## config.mk

```make
export PLATFORM = sky130hd
export DESIGN_NAME = eth_rx_frame
export DESIGN_NICKNAME = d
export VERILOG_FILES = /design/src/rtl/eth_pkg.sv /design/src/rtl/eth_rx_frame_crc32_d8.sv /design/src/rtl/eth_rx_frame.sv
export SDC_FILE = /design/constraint.sdc
export NUM_CORES = 1
export LEC_CHECK = 0
export BUFFER_PORTS_ARGS = -buffer_cell sky130_fd_sc_hd__clkbuf_2
export CAP_MARGIN = 20
export CORE_ASPECT_RATIO = 0.6
export CORE_MARGIN = 4
export CORE_UTILIZATION = 40
export DETAILED_ROUTE_END_ITERATION = 12
export SYNTH_ARGS = -nofsm -noshare
export SYNTH_HDL_FRONTEND = slang
export SYNTH_SLANG_ARGS = --single-unit
```

## constraint.sdc

```tcl
create_clock -name RGMII_RX_CLK -period 2.85 [get_ports RGMII_RX_CLK]
set_clock_uncertainty 0.05 [all_clocks]
set_input_delay 0.7125 -clock RGMII_RX_CLK [delete_from_list [all_inputs] [get_ports RGMII_RX_CLK]]
set_output_delay 0.7125 -clock RGMII_RX_CLK [all_outputs]
set_load 0.01 [all_outputs]
```

## src/rtl/eth_pkg.sv

```systemverilog
// Shared types and constants for the Ethernet receive-frame path:
// FSM states, EOF status codes, framing bytes, CRC-32 parameters and length limits.
package eth_pkg;

    typedef enum logic [2:0] {
        ST_WAIT_IDLE = 3'd0,
        ST_IDLE      = 3'd1,
        ST_PREAMBLE  = 3'd2,
        ST_DATA      = 3'd3,
        ST_DROP      = 3'd4
    } rx_state_e;

    typedef enum logic [1:0] {
        STAT_OK   = 2'd0,
        STAT_CRC  = 2'd1,
        STAT_LEN  = 2'd2,
        STAT_ADDR = 2'd3
    } rx_status_e;

    localparam logic [7:0]  PREAMBLE_BYTE = 8'h55;
    localparam logic [7:0]  SFD_BYTE      = 8'hD5;

    localparam logic [31:0] CRC_POLY      = 32'hEDB88320;
    localparam logic [31:0] CRC_INIT      = 32'hFFFFFFFF;
    // Residue is expressed MSB-first; the reflected CRC register must be bit-reversed before comparing.
    localparam logic [31:0] CRC_RESIDUE   = 32'hC704DD7B;

    localparam int          LEN_W         = 11;
    localparam logic [LEN_W-1:0] MIN_LEN  = 11'd64;
    localparam logic [LEN_W-1:0] MAX_LEN  = 11'd1518;

    function automatic logic [31:0] bitrev32(input logic [31:0] v);
        logic [31:0] r;
        for (int i = 0; i < 32; i++) begin
            r[i] = v[31-i];
        end
        return r;
    endfunction

    // Byte 0 of a MAC address is its most significant byte on the wire.
    function automatic logic [7:0] mac_byte(input logic [47:0] mac, input logic [2:0] idx);
        logic [7:0] b;
        case (idx)
            3'd0:    b = mac[47:40];
            3'd1:    b = mac[39:32];
            3'd2:    b = mac[31:24];
            3'd3:    b = mac[23:16];
            3'd4:    b = mac[15:8];
            default: b = mac[7:0];
        endcase
        return b;
    endfunction

endpackage

```

## src/rtl/eth_rx_frame_crc32_d8.sv

```systemverilog
// Byte-wide CRC-32 next-state function, reflected polynomial, data consumed LSB first.
module crc32_d8
    import eth_pkg::*;
(
    input  logic [31:0] crc_in,
    input  logic [7:0]  data_in,
    output logic [31:0] crc_out
);

    logic [31:0] c;

    always_comb begin
        c = crc_in;
        for (int i = 0; i < 8; i++) begin
            if (c[0] ^ data_in[i]) begin
                c = {1'b0, c[31:1]} ^ CRC_POLY;
            end else begin
                c = {1'b0, c[31:1]};
            end
        end
        crc_out = c;
    end

endmodule

```

## src/rtl/eth_rx_frame.sv

```systemverilog
// Ethernet receive framer: strips preamble/SFD, forwards dest..payload through a
// 4-byte delay line (dropping FCS), and reports CRC/length/address status at end of frame.
module eth_rx_frame
    import eth_pkg::*;
#(
    parameter logic [47:0] MAC_ADDR = 48'h02_00_00_00_00_01,
    parameter logic        PROMISC  = 1'b0
) (
    input  logic        RGMII_RX_CLK,
    input  logic        RESET_N,
    input  logic [7:0]  RX_DATA,
    input  logic        RX_DV,
    output logic [7:0]  M_DATA,
    output logic        M_VALID,
    output logic        M_SOF,
    output logic        M_EOF,
    output logic [1:0]  M_STATUS,
    output logic [15:0] FRAME_CNT,
    output logic [15:0] ERR_CNT,
    output logic [15:0] DROP_CNT
);

    rx_state_e        state_q, state_d;
    logic [LEN_W-1:0] len_q, len_d;
    logic [31:0]      crc_q, crc_d, crc_next;
    logic [3:0][7:0]  dl_q, dl_d;
    logic             from_data_q, from_data_d;
    logic             da_ok_q, da_ok_d;
    logic             bc_ok_q, bc_ok_d;
    logic [7:0]       m_data_q, m_data_d;
    logic             m_valid_q, m_valid_d;
    logic             m_sof_q, m_sof_d;
    logic             m_eof_q, m_eof_d;
    rx_status_e       m_status_q, m_status_d;
    logic [15:0]      frame_cnt_q, frame_cnt_d;
    logic [15:0]      err_cnt_q, err_cnt_d;
    logic [15:0]      drop_cnt_q, drop_cnt_d;
    logic             data_take;
    rx_status_e       frame_status;

    crc32_d8 u_crc (
        .crc_in  (crc_q),
        .data_in (RX_DATA),
        .crc_out (crc_next)
    );

    // FCS-stripping delay line: tap 3 holds the byte sampled four bytes ago.
    genvar gi;
    generate
        for (gi = 0; gi < 4; gi++) begin : g_dl
            if (gi == 0) begin : g_head
                assign dl_d[gi] = data_take ? RX_DATA : dl_q[gi];
            end else begin : g_tap
                assign dl_d[gi] = data_take ? dl_q[gi-1] : dl_q[gi];
            end
        end
    endgenerate

    always_comb begin
        frame_status = STAT_OK;
        if (len_q < MIN_LEN || len_q > MAX_LEN) begin
            frame_status = STAT_LEN;
        end else if (bitrev32(crc_q) != CRC_RESIDUE) begin
            frame_status = STAT_CRC;
        end else if (!da_ok_q && !bc_ok_q && !PROMISC) begin
            frame_status = STAT_ADDR;
        end
    end

    always_comb begin
        state_d     = state_q;
        len_d       = len_q;
        crc_d       = crc_q;
        from_data_d = from_data_q;
        da_ok_d     = da_ok_q;
        bc_ok_d     = bc_ok_q;
        m_data_d    = m_data_q;
        m_valid_d   = 1'b0;
        m_sof_d     = 1'b0;
        m_eof_d     = 1'b0;
        m_status_d  = m_status_q;
        frame_cnt_d = frame_cnt_q;
        err_cnt_d   = err_cnt_q;
        drop_cnt_d  = drop_cnt_q;
        data_take   = 1'b0;

        case (state_q)
            ST_WAIT_IDLE: begin
                if (!RX_DV) state_d = ST_IDLE;
            end
            ST_IDLE: begin
                if (RX_DV) begin
                    if (RX_DATA == PREAMBLE_BYTE) begin
                        state_d = ST_PREAMBLE;
                    end else begin
                        state_d     = ST_DROP;
                        from_data_d = 1'b0;
                        drop_cnt_d  = drop_cnt_q + 16'd1;
                    end
                end
            end
            ST_PREAMBLE: begin
                if (!RX_DV) begin
                    state_d = ST_IDLE;
                end else if (RX_DATA == SFD_BYTE) begin
                    state_d = ST_DATA;
                    len_d   = '0;
                    crc_d   = CRC_INIT;
                    da_ok_d = 1'b1;
                    bc_ok_d = 1'b1;
                end else if (RX_DATA != PREAMBLE_BYTE) begin
                    state_d     = ST_DROP;
                    from_data_d = 1'b0;
                    drop_cnt_d  = drop_cnt_q + 16'd1;
                end
            end
            ST_DATA: begin
                if (!RX_DV) begin
                    state_d    = ST_IDLE;
                    m_eof_d    = 1'b1;
                    m_status_d = frame_status;
                    if (frame_status == STAT_OK) frame_cnt_d = frame_cnt_q + 16'd1;
                    else                         err_cnt_d   = err_cnt_q + 16'd1;
                end else if (len_q == MAX_LEN) begin
                    state_d     = ST_DROP;
                    from_data_d = 1'b1;
                end else begin
                    data_take = 1'b1;
                    len_d     = len_q + 11'd1;
                    crc_d     = crc_next;
                    if (len_q < 11'd6) begin
                        da_ok_d = da_ok_q && (RX_DATA == mac_byte(MAC_ADDR, len_q[2:0]));
                        bc_ok_d = bc_ok_q && (RX_DATA == 8'hFF);
                    end
                    if (len_q >= 11'd4) begin
                        m_valid_d = 1'b1;
                        m_data_d  = dl_q[3];
                        m_sof_d   = (len_q == 11'd4);
                    end
                end
            end
            ST_DROP: begin
                if (!RX_DV) begin
                    state_d = ST_IDLE;
                    if (from_data_q) begin
                        m_eof_d    = 1'b1;
                        m_status_d = STAT_LEN;
                        err_cnt_d  = err_cnt_q + 16'd1;
                    end
                end
            end
            default: state_d = ST_WAIT_IDLE;
        endcase
    end

    always_ff @(posedge RGMII_RX_CLK) begin
        if (!RESET_N) begin
            state_q     <= ST_WAIT_IDLE;
            len_q       <= '0;
            crc_q       <= CRC_INIT;
            dl_q        <= '0;
            from_data_q <= 1'b0;
            da_ok_q     <= 1'b0;
            bc_ok_q     <= 1'b0;
            m_data_q    <= '0;
            m_valid_q   <= 1'b0;
            m_sof_q     <= 1'b0;
            m_eof_q     <= 1'b0;
            m_status_q  <= STAT_OK;
            frame_cnt_q <= '0;
            err_cnt_q   <= '0;
            drop_cnt_q  <= '0;
        end else begin
            state_q     <= state_d;
            len_q       <= len_d;
            crc_q       <= crc_d;
            dl_q        <= dl_d;
            from_data_q <= from_data_d;
            da_ok_q     <= da_ok_d;
            bc_ok_q     <= bc_ok_d;
            m_data_q    <= m_data_d;
            m_valid_q   <= m_valid_d;
            m_sof_q     <= m_sof_d;
            m_eof_q     <= m_eof_d;
            m_status_q  <= m_status_d;
            frame_cnt_q <= frame_cnt_d;
            err_cnt_q   <= err_cnt_d;
            drop_cnt_q  <= drop_cnt_d;
        end
    end

    assign M_DATA    = m_data_q;
    assign M_VALID   = m_valid_q;
    assign M_SOF     = m_sof_q;
    assign M_EOF     = m_eof_q;
    assign M_STATUS  = m_status_q;
    assign FRAME_CNT = frame_cnt_q;
    assign ERR_CNT   = err_cnt_q;
    assign DROP_CNT  = drop_cnt_q;

endmodule

```

Word-level counts from Yosys, hierarchy flattened
Index checks and enable logic that the tools add are counted.
{"block": "word_totals", "latchBits": 0, "rom_bits": 0, "ramBits": 0, "mem_count": 0, "inputBits": 11, "wordCells": 182, "regBits": 142}
{"block": "classes", "shift": 0, "eq_ne": 33, "n_reduce_logical": 26, "n_addsub": 4, "order_cmp": 4, "mux": 76, "div_mod_pow": 0, "multipliers": 0, "n_bitwise": 21}
{"operator": "$mux W32", "count": 12}
{"operator": "$mux W16", "count": 9}
{"operator": "$not A13 Y14", "count": 8}
{"operator": "$pmux W16 S2", "count": 2}
{"operator": "$pmux W32 S2", "count": 1}
{"operator": "$add A16 B1 Y16 const B", "count": 3}
{"operator": "$mux W11", "count": 4}
{"operator": "$mux W8", "count": 4}
{"operator": "$ne A32 B32 Y1 const B", "count": 1}
{"operator": "$ne A2 B2 Y1 const B", "count": 15}
{"operator": "$mux W3", "count": 8}
{"operator": "$mux W1", "count": 22}
{"operator": "$pmux W11 S2", "count": 1}
{"operator": "$eq A8 B8 Y1 const B", "count": 2}
{"operator": "$eq A3 B2 Y1 const B", "count": 4}
{"operator": "$mux W2", "count": 6}
{"operator": "$pmux W3 S4", "count": 1}
{"operator": "$reduce_and A4 Y1", "count": 3}
{"operator": "$reduce_and A6 Y1", "count": 2}
{"operator": "$add A11 B1 Y11 const B", "count": 1}
{"operator": "$eq A11 B11 Y1 const B", "count": 1}
{"operator": "$eq A11 B3 Y1 const B", "count": 1}
{"operator": "$ge A11 B3 Y1 const B", "count": 1}
{"operator": "$gt A11 B11 Y1 const B", "count": 1}
{"operator": "27 further kinds", "count": 51}

Logic depth before layout (Yosys ltp)
Gate-level depths: netlist of the first run.
{"block": "depth", "depth_word": 19, "ltp_mapped": 9, "mapped_depth_nobuf": 8}

Cells and area by module
From an unflattened synthesis of the first run, not the netlist that was laid out.
{"block": "hier_totals", "hier_cells": 848, "area_unflattened_um2": 7364.6}
{"module": "eth_rx_frame", "cells_each": 782, "seq_area_each_um2": 2842.7, "instances": 1, "area_per_inst_um2": 6394.9}
{"module": "crc32_d8", "cells_each": 66, "seq_area_each_um2": 0.0, "instances": 1, "area_per_inst_um2": 969.7}

Least setup slack after synthesis of the first run
No wires, ideal clock.
{"block": "synth_timing", "kind": "input to register", "start": "in RX_DATA[0]", "end": "reg m_data_q[0], in the netlist M_DATA[0]", "n_path_buf": 2, "cell_stages": 8, "setup_ns": 0.128, "t_arrival_ns": 2.460, "slack_ns": 0.213, "cell_sequence": "buf_2 > and4_1 > a31oi_1 > nor4_2 > o21a_1 > buf_2 > mux2i_1 > nor2_1"}
{"element": "start: declaration", "line": "eth_rx_frame.sv:11", "rtl": "input logic [7:0] RX_DATA,"}
{"element": "end signal: assignment", "line": "eth_rx_frame.sv:181", "rtl": "m_data_q <= m_data_d;"}
{"element": "end: declaration", "line": "eth_rx_frame.sv:30", "rtl": "logic [7:0] m_data_q, m_data_d;"}

Final worst setup path of the first run
{"block": "layout_timing", "start": "reg len_q[9]", "end": "reg frame_cnt_q[10], in the netlist FRAME_CNT[10]"}
{"block": "layout_via", "elab_chain_cells": 5, "word_cells_on_any_way": 6}
{"element": "start: declaration", "line": "eth_rx_frame.sv:24", "rtl": "logic [LEN_W-1:0] len_q, len_d;"}
{"element": "start signal: assignment", "line": "eth_rx_frame.sv:175", "rtl": "len_q <= len_d;"}
{"element": "$lt A11 B7 Y1 or $gt A11 B11 Y1 (tied branches)", "line": "eth_rx_frame.sv:61", "rtl": "if (len_q < MIN_LEN || len_q > MAX_LEN) begin"}
{"element": "$logic_or A1 B1 Y1 *", "line": "eth_rx_frame.sv:61"}
{"element": "$mux W2 *", "line": "eth_rx_frame.sv:61"}
{"element": "$logic_not A2 Y1 *", "line": "eth_rx_frame.sv:122", "rtl": "if (frame_status == STAT_OK) frame_cnt_d = frame_cnt_q + 16'd1;"}
{"element": "$reduce_and A3 Y1 (no source line) *"}
{"element": "end signal: assignment", "line": "eth_rx_frame.sv:186", "rtl": "frame_cnt_q <= frame_cnt_d;"}
{"element": "end: declaration", "line": "eth_rx_frame.sv:35", "rtl": "logic [15:0] frame_cnt_q, frame_cnt_d;"}
Mark *: on every way between the ends. The rest lies on a longest branch, timed or not.
A chain may end at the register's enable or synchronous reset.

==> results.sh, run 1 <==
export IMPL_ant_nets=0
export IMPL_synthSimpleGateAreaFrac_pct=23.6
export IMPL_syn_nets=804
export IMPL_synth_warning_count=0
export IMPL_r2r_start="len_q[9]"
export IMPL_r2r_slack_ns=0.28
export IMPL_post_cts_buffers=0
export IMPL_crit_type="reg2reg"
export IMPL_synthAdderAreaFrac_pct=1.29
export IMPL_wirelength_um=17700
export IMPL_ys_flop_type="dfxtp_1"
export IMPL_grt_max_degree=92
export IMPL_cts_max_level=4
export IMPL_wl_met3_um=1340
export IMPL_drive_gt1_share_pct=18.7
export IMPL_cts_buffer_depth=2
export IMPL_critPathBufInv=0
export IMPL_dp_hpwl_um=12400
export IMPL_crit_slowest_cell="or4_4"
export IMPL_place_inst=1085
export IMPL_worstMarginPinSlew_ns=0.737
export IMPL_wl_met2_um=6730
export IMPL_combPwrFrac_pct=7.8
export IMPL_start_util_pct=41.4
export IMPL_synth_mux_area_share_pct=1.76
export IMPL_syn_avg_cell_area_um2=8.67
export IMPL_synthTopCellsByArea="dfxtp_1, xnor2_1, nand2_1, xor2_1, a21oi_1"
export IMPL_synthArstFlopShare_pct=0
export IMPL_yosysSeqAreaShare_pct=41.7
export IMPL_synth_compound_area_share_pct=12.8
export IMPL_finalSetupViolCount=0
export IMPL_cts_hold_buffers_added=0
export IMPL_nFillCells=1594
export IMPL_antenna_found_initial=1
export IMPL_cts_resized_gates=0
export IMPL_slew_headroom_pct=50.5
export IMPL_top_layer="met4"
export IMPL_rows=36
export IMPL_cts_root_buf="clkbuf_16"
export IMPL_synth_area_leader_cell="dfxtp_1"
export IMPL_clk_latency_ns=0.42
export IMPL_min_period_ns=2.57
export IMPL_globalplace_congestion=0.902
export IMPL_yosys_area_top_type_share_pct=41.7
export IMPL_max_clock_freq_ghz=0.390
export IMPL_cpPeakStageDelay_ns=0.57
export IMPL_setup_worst_path_start="len_q[9]"
export IMPL_vias=5887
export IMPL_crit_path_end="FRAME_CNT[10]"
export IMPL_ir_drop_uv=338
export IMPL_powerDensity_mw_per_mm2=564
export IMPL_routedWlPerCell_um=15.8
export IMPL_finalHoldViolCount=0
export IMPL_cts_buffers=17
export IMPL_die_area_mm2=0.0193
export IMPL_hold_path_class="reg2reg"
export IMPL_nets=894
export IMPL_post_route_period_util_pct=90.0
export IMPL_worst_path_stages=6
export IMPL_p_int_mw=3.55
export IMPL_switching_share_pct=24.0
export IMPL_synth_seq_cells=142
export IMPL_drtIter0Drc=425
export IMPL_p_clk_share_pct=49.4
export IMPL_grt_pass1_vias=5215
export IMPL_crit_path_end_kind="register"
export IMPL_switchingPower_mw=1.12
export IMPL_critPathRequiredTime_ns=3.15
export IMPL_cts_clk_slew_worst_paths_ns=0.06
export IMPL_syn_to_final_growth_pct=21.5
export IMPL_power_leakage_nw=3.05
export IMPL_die_y_um=109
export IMPL_groute_usage_overall_pct=18.7
export IMPL_rsz0062_at_grt="false"
export IMPL_synth_distinct_cells=63
export IMPL_final_max_slew_violation_count=0
export IMPL_drcViolationCount=0
export IMPL_synth_xor_area_share_pct=15.6
export IMPL_ios=72
export IMPL_cp_start_kind="register"
export IMPL_synth_top_family_by_area="simple AND/OR/NAND/NOR gates"
export IMPL_synth_edf_count=0
export IMPL_grt_ovfl_total=0
export IMPL_status="finished, final reports clean"
export IMPL_crit_family="simple AND/OR/NAND/NOR gates"
export IMPL_cap_violations=0
export IMPL_cp_cell_sequence="nand3b_1 -> or4_4 -> a2111oi_4 -> nand3_4 -> or4_1 -> a21oi_1"
export IMPL_grt_pass1_wl_um=28600
export IMPL_worstReg2RegEnd="FRAME_CNT[10]"
export IMPL_reg2reg_depth=6
export IMPL_setup_tns_ns=0
export IMPL_worstPathArrival_ns=2.87
export IMPL_dr_pass1_iters=5
export IMPL_io_buffers=71
export IMPL_stdcell_count=1118
export IMPL_core_mm2=0.0164
export IMPL_die_x_um=176
export IMPL_cts_tree="built"
export IMPL_synth_area_mm2=0.00681
export IMPL_post_drt_via_cell_ratio=5.27
export IMPL_wl_met1_um=9490
export IMPL_timing_critical_path_fanout_max=9
export IMPL_whs_path_depth=2
export IMPL_seq_power_share_pct=42.8
export IMPL_cts_sinks=142
export IMPL_synth_cells=786
cell usage after synthesis (6+ instances only):
cell / number
nor3_1: 17
or4_1: 8
and3_1: 7
nor2_1: 70
o211ai_1: 9
nand2_1: 125
nand3_1: 13
o22ai_1: 16
dfxtp_1: 142
o21ai_0: 17
nand4_1: 33
ha_1: 7
mux2i_1: 12
xor2_1: 41
or3_1: 6
buf_2: 6
nor4_1: 10
xnor2_1: 64
a21oi_1: 56
buf_1: 6
clkbuf_1: 30
inv_1: 9
power groups by stage:
stage	Clock (mW)	Sequential [mW]	Combinational, mW
2_1_floorplan	0	2.04	0.239
4_1_cts	2.36	2.00	0.360
5_1_grt	2.46	2.00	0.390
3_3_place_gp	0	2.04	0.356
6_report	2.30	2.00	0.363
3_5_place_dp	0	2.04	0.356
sequential cells by signal, indices dropped and copies added, names as in the netlist, 3 cells and up:
name and flops:
state_q 3, M_DATA 8, ERR_CNT 16, len_q 11
FRAME_CNT 16, crc_q 32, dl_q 32, DROP_CNT 16
worst min path at each step:
stage / slack, ns / from / end
floorplan: 0.38 / dl_q[2] / dl_q[10]
global placement: 0.39 / dl_q[9] / dl_q[17]
detailed placement: 0.39 / dl_q[2] / dl_q[10]
CTS: 0.40 / dl_q[17] / dl_q[25]
global route: 0.41 / dl_q[2] / dl_q[10]
finish: 0.40 / dl_q[17] / dl_q[25]
stage by stage:
| stage | utilization [%] | hold slack (ns) | area (um2) | total power, mW | setup WS (ns) |
|---|---|---|---|---|---|
| after floorplan | - | 0.382 | 6810 | 2.28 | 0.213 |
| after global placement | 46.6 | 0.391 | 7660 | 2.40 | 0.158 |
| after detailed placement | 46.6 | 0.392 | 7660 | 2.40 | 0.146 |
| after CTS | 50.3 | 0.399 | 8270 | 4.71 | 0.289 |
| after global routing | 50.3 | 0.413 | 8270 | 4.85 | 0.0599 |
| final | 50.3 | 0.397 | 8280 | 4.66 | 0.285 |
cell type report:
class / instances / area, um2 / area share, %
diodes: 1 / 2.50 / 0.0302
multi-input cells: 591 / 3760 / 45.5
clock inverters: 14 / 184 / 2.22
inverters: 9 / 33.8 / 0.408
repair buffers: 115 / 736 / 8.89
clock buffers: 18 / 429 / 5.19
well taps: 228 / 285 / 3.45
flip-flops and latches: 142 / 2840 / 34.4
cell usage in the layout (no fill, tap or decap), types with 3 or more instances in the layout:
cell       count
dfxtp_1      142
a21oi_1       56
o22ai_1       16
clkinv_4       5
o21a_1         5
inv_6          3
and2_1         4
nor4_1        10
o41ai_1        3
nand4b_1       3
inv_1          8
buf_4         40
nand2b_1       5
xnor2_1       64
a31oi_1        3
nor2_1        70
or4_1          8
o31ai_1        5
nand3_1       13
buf_12         4
xor3_1         3
nand2_1      125
o21ai_0       17
clkbuf_16     17
and4_1         5
ha_1           7
bufinv_16      3
mux2i_1       12
nand4_1       33
or3_1          6
nor4b_1        4
a211o_1        3
xor2_1        41
and3_1         7
clkbuf_2      71
nor3_1        17
o211ai_1       9
logic make-up (layout without fill, tap and decap cells):
family          after synthesis  in the layout
other cells                   0              1
flops                       142            142
compound gates              135            135
fa+ha+maj                     7              7
mux                          12             12
buf+inv                      53            156
xor+xnor                    111            111
simple gates                326            326
routing by layer:
layer | vias up | track usage (%)
met5 | - | 0
met2 | 173 | 24.5
met3 | 9 | 4.92
met4 | 0 | 4.80
met1 | 2756 | 29.6
li1 | 2949 | -
worst reg2reg max path, cell delays in order, from the launching register on:
cell and delay, ns:
dfxtp_1 0.35, nand3b_1 0.22, or4_4 0.57, a2111oi_4 0.56
nand3_4 0.18, or4_1 0.42, a21oi_1 0.15
Note: power is estimated with default switching activity, not from simulation.
==> inputs of run 2 (changes only) <==
--- a/config.mk
+++ b/config.mk
@@ -7,2 +7,3 @@
 export LEC_CHECK = 0
+export ABC_AREA = 1
 export BUFFER_PORTS_ARGS = -buffer_cell sky130_fd_sc_hd__clkbuf_2
==> constraint.sdc (replaced) <==
create_clock -name RGMII_RX_CLK -period 2.85 [get_ports RGMII_RX_CLK]
set_clock_uncertainty 0.05 [all_clocks]
set_input_delay 0.4275 -clock RGMII_RX_CLK [delete_from_list [all_inputs] [get_ports RGMII_RX_CLK]]
set_output_delay 0.4275 -clock RGMII_RX_CLK [all_outputs]
set_load 0.01 [all_outputs]
==> run 2 against run 1 <==
  * Register-to-register slack better by 0.41 ns
  * Total power shrank 1.2%
  * Combinational power shrank 10%
  * Routed wire length up 25%
  * Largest power group unchanged
  * Critical path depth up 4
  * Clock-buffer cell count decreased by 1
==> results.sh, run 2 <==
export IMPL_status="finished, final reports clean"
export IMPL_vias=7690
export IMPL_wirelength_um=22000
export IMPL_yosysMostFrequentCell="nand2_1"
export IMPL_synth_top_family_by_area="simple AND/OR/NAND/NOR gates"
export IMPL_ir_drop_uv=401
export IMPL_ys_top_cells_by_count="nand2_1, nor2_1, dfxtp_1"
export IMPL_groute_usage_overall_pct=20.0
export IMPL_synth_warning_count=0
export IMPL_cts_root_buf="clkbuf_16"
export IMPL_setup_worst_path_start="state_q[1]"
export IMPL_drive_gt1_share_pct=12.4
export IMPL_io_buffers=71
export IMPL_r2r_start="state_q[1]"
export IMPL_final_cell_mix="nand2_1, nor2_1, dfxtp_1, nand3_1, a21oi_1"
export IMPL_post_drt_via_cell_ratio=5.06
export IMPL_syn_nets=1198
export IMPL_routedWlPerCell_um=14.5
export IMPL_stdcell_count=1520
export IMPL_synth_xor_area_share_pct=11.1
export IMPL_synth_seq_cells=142
export IMPL_worstMarginPinSlew_ns=0.485
export IMPL_rows=39
export IMPL_finalSetupViolCount=0
export IMPL_cp_cell_sequence="inv_1 -> nor3_4 -> inv_2 -> buf_4 -> nand3_2 -> inv_2 -> nand2_1 -> nand2_1 -> nand2_1 -> nor2_1"
export IMPL_syn_avg_cell_area_um2=6.76
export IMPL_top_layer="met4"
export IMPL_largestRegisters="crc_q: 32 flops, dl_q: 32 flops"
export IMPL_core_mm2=0.0193
export IMPL_crit_type="reg2reg"
export IMPL_ant_nets=0
export IMPL_wl_met3_um=1560
export IMPL_synth_area_mm2=0.00798
export IMPL_timing_critical_path_fanout_max=17
export IMPL_post_cts_buffers=0
export IMPL_grt_ovfl_total=0
export IMPL_synth_compound_area_share_pct=11.7
export IMPL_yosys_area_top_type_share_pct=35.6
export IMPL_finalHoldViolCount=0
export IMPL_synth_mux_area_share_pct=0
export IMPL_drtIter0Drc=740
export IMPL_drcViolationCount=0
export IMPL_cts_tree="built"
export IMPL_dr_pass1_iters=5
export IMPL_post_route_period_util_pct=75.5
export IMPL_die_x_um=190
export IMPL_grt_pass1_wl_um=37000
export IMPL_wl_met2_um=8610
export IMPL_final_common_cell="nand2_1"
export IMPL_worstReg2RegEnd="DROP_CNT[6]"
export IMPL_die_y_um=117
export IMPL_crit_path_end="DROP_CNT[6]"
export IMPL_cap_violations=0
export IMPL_cts_sinks=142
export IMPL_min_period_ns=2.15
export IMPL_synth_area_leader_cell="dfxtp_1"
export IMPL_worstPathArrival_ns=2.46
export IMPL_clk_latency_ns=0.42
export IMPL_start_util_pct=41.3
export IMPL_cts_buffer_depth=2
export IMPL_max_clock_freq_ghz=0.465
export IMPL_cts_resized_gates=0
export IMPL_place_inst=1489
export IMPL_synthSimpleGateAreaFrac_pct=33.1
export IMPL_synth_distinct_cells=42
export IMPL_synth_cells=1180
export IMPL_nets=1260
export IMPL_cts_max_level=4
export IMPL_cts_clk_slew_worst_paths_ns=0.06
export IMPL_crit_family="buffers and inverters"
export IMPL_hold_path_class="in2reg"
export IMPL_crit_path_end_kind="register"
export IMPL_ios=72
export IMPL_reg2reg_depth=10
export IMPL_power_leakage_nw=3.72
export IMPL_crit_slowest_cell="inv_2"
export IMPL_setup_tns_ns=0
export IMPL_worst_path_stages=10
export IMPL_grt_max_degree=47
export IMPL_wl_met1_um=11700
export IMPL_critPathBufInv=4
export IMPL_synthTopCellsByArea="dfxtp_1, nand2_1, xor2_1, nor2_1, nand3_1"
export IMPL_r2r_slack_ns=0.70
export IMPL_antenna_found_initial=0
export IMPL_synthArstFlopShare_pct=0
export IMPL_path_common_cell="nand2_1"
export IMPL_ys_flop_type="dfxtp_1"
export IMPL_synthAdderAreaFrac_pct=1.10
export IMPL_powerDensity_mw_per_mm2=503
export IMPL_final_max_slew_violation_count=0
export IMPL_yosysSeqAreaShare_pct=35.6
export IMPL_grt_pass1_vias=7013
export IMPL_die_area_mm2=0.0223
export IMPL_cts_hold_buffers_added=0
export IMPL_cp_start_kind="register"
export IMPL_rsz0062_at_grt="false"
export IMPL_syn_to_final_growth_pct=14.9
export IMPL_globalplace_congestion=0.902
export IMPL_cpPeakStageDelay_ns=0.36
export IMPL_slew_headroom_pct=67.6
export IMPL_antenna_cells=0
export IMPL_critPathRequiredTime_ns=3.16
export IMPL_dp_hpwl_um=15900
export IMPL_synth_edf_count=0
export IMPL_cts_buffers=17
-- run 2: cell types whose count changed in the layout (fill, tap and decap cells not counted), sizes merged, moves of 12 or more --
| cell | delta |
|---|---|
| nand2 | +179 |
| nand3 | +87 |
| inv | +86 |
| nor2 | +81 |
| a21oi | +45 |
| o21ai | +45 |
| xnor2 | -37 |
| buf | -29 |
| xor2 | +23 |
| nand4 | -17 |
| nor3 | +17 |
| o22ai | -15 |
| mux2i | -12 |
-- run 2: how the worst min path moves through the flow --
stage,startpoint,end,slack (ns),cells after the start
floorplan,da_ok_q,da_ok_q,0.39,2
global placement,M_DATA[4],M_DATA[4],0.40,2
detailed placement,M_DATA[3],M_DATA[3],0.40,2
CTS,RX_DATA[0],dl_q[0],0.25,3
global route,RX_DATA[0],dl_q[0],0.27,3
finish,RX_DATA[0],dl_q[0],0.28,3
-- run 2: per-stage QoR --
step	cell area, um2	setup WS (ns)	power [mW]	util (%)	hold WS [ns]
after global routing	9170	0.480	4.79	47.4	0.267
after floorplan	7980	1.09	2.28	-	0.389
after CTS	9170	0.695	4.66	47.4	0.250
after detailed placement	8570	0.590	2.37	44.4	0.404
final	9170	0.699	4.61	47.4	0.283
after global placement	8570	0.627	2.37	44.4	0.397
-- run 2: kinds of logic (layout without fill, tap and decap cells) --
family                     Yosys count  after routing
xor gates and xnor gates            94             94
DFF                                142            142
AOI/OAI and AO/OA                  178            178
adders and majority gates            7              7
buffers and inverters              141            215
and+or+nand+nor                    618            618
-- run 2: worst register-to-register path: stages, from the launching register on --
cell and delay (ns):
dfxtp_1 0.35, inv_1 0.14, nor3_4 0.05, inv_2 0.21, buf_4 0.26, nand3_2 0.34, inv_2 0.37, nand2_1 0.11
nand2_1 0.08, nand2_1 0.05, nor2_1 0.09
-- run 2: final cells by class --
class,instances,area [um2]
fillers,1987,10200
multi-input cells,897,4540
flip-flops and latches,142,2840
repair buffers,86,493
clock buffers,17,425
inverters,98,368
well taps,266,333
clock inverters,14,169
-- run 2: routing by layer --
layer	vias up	track usage, %
li1	3952	-
met1	3515	31.5
met2	209	27.4
met3	14	5.14
met4	0	3.77
met5	-	0
-- run 2: report_power, final --
part | leakage (nW) | internal [mW] | switching [mW]
clock network | 0.289 | 1.37 | 0.909
registers | 1.15 | 1.99 | 0.0100
logic | 2.28 | 0.0999 | 0.226
total | 3.72 | 3.46 | 1.15
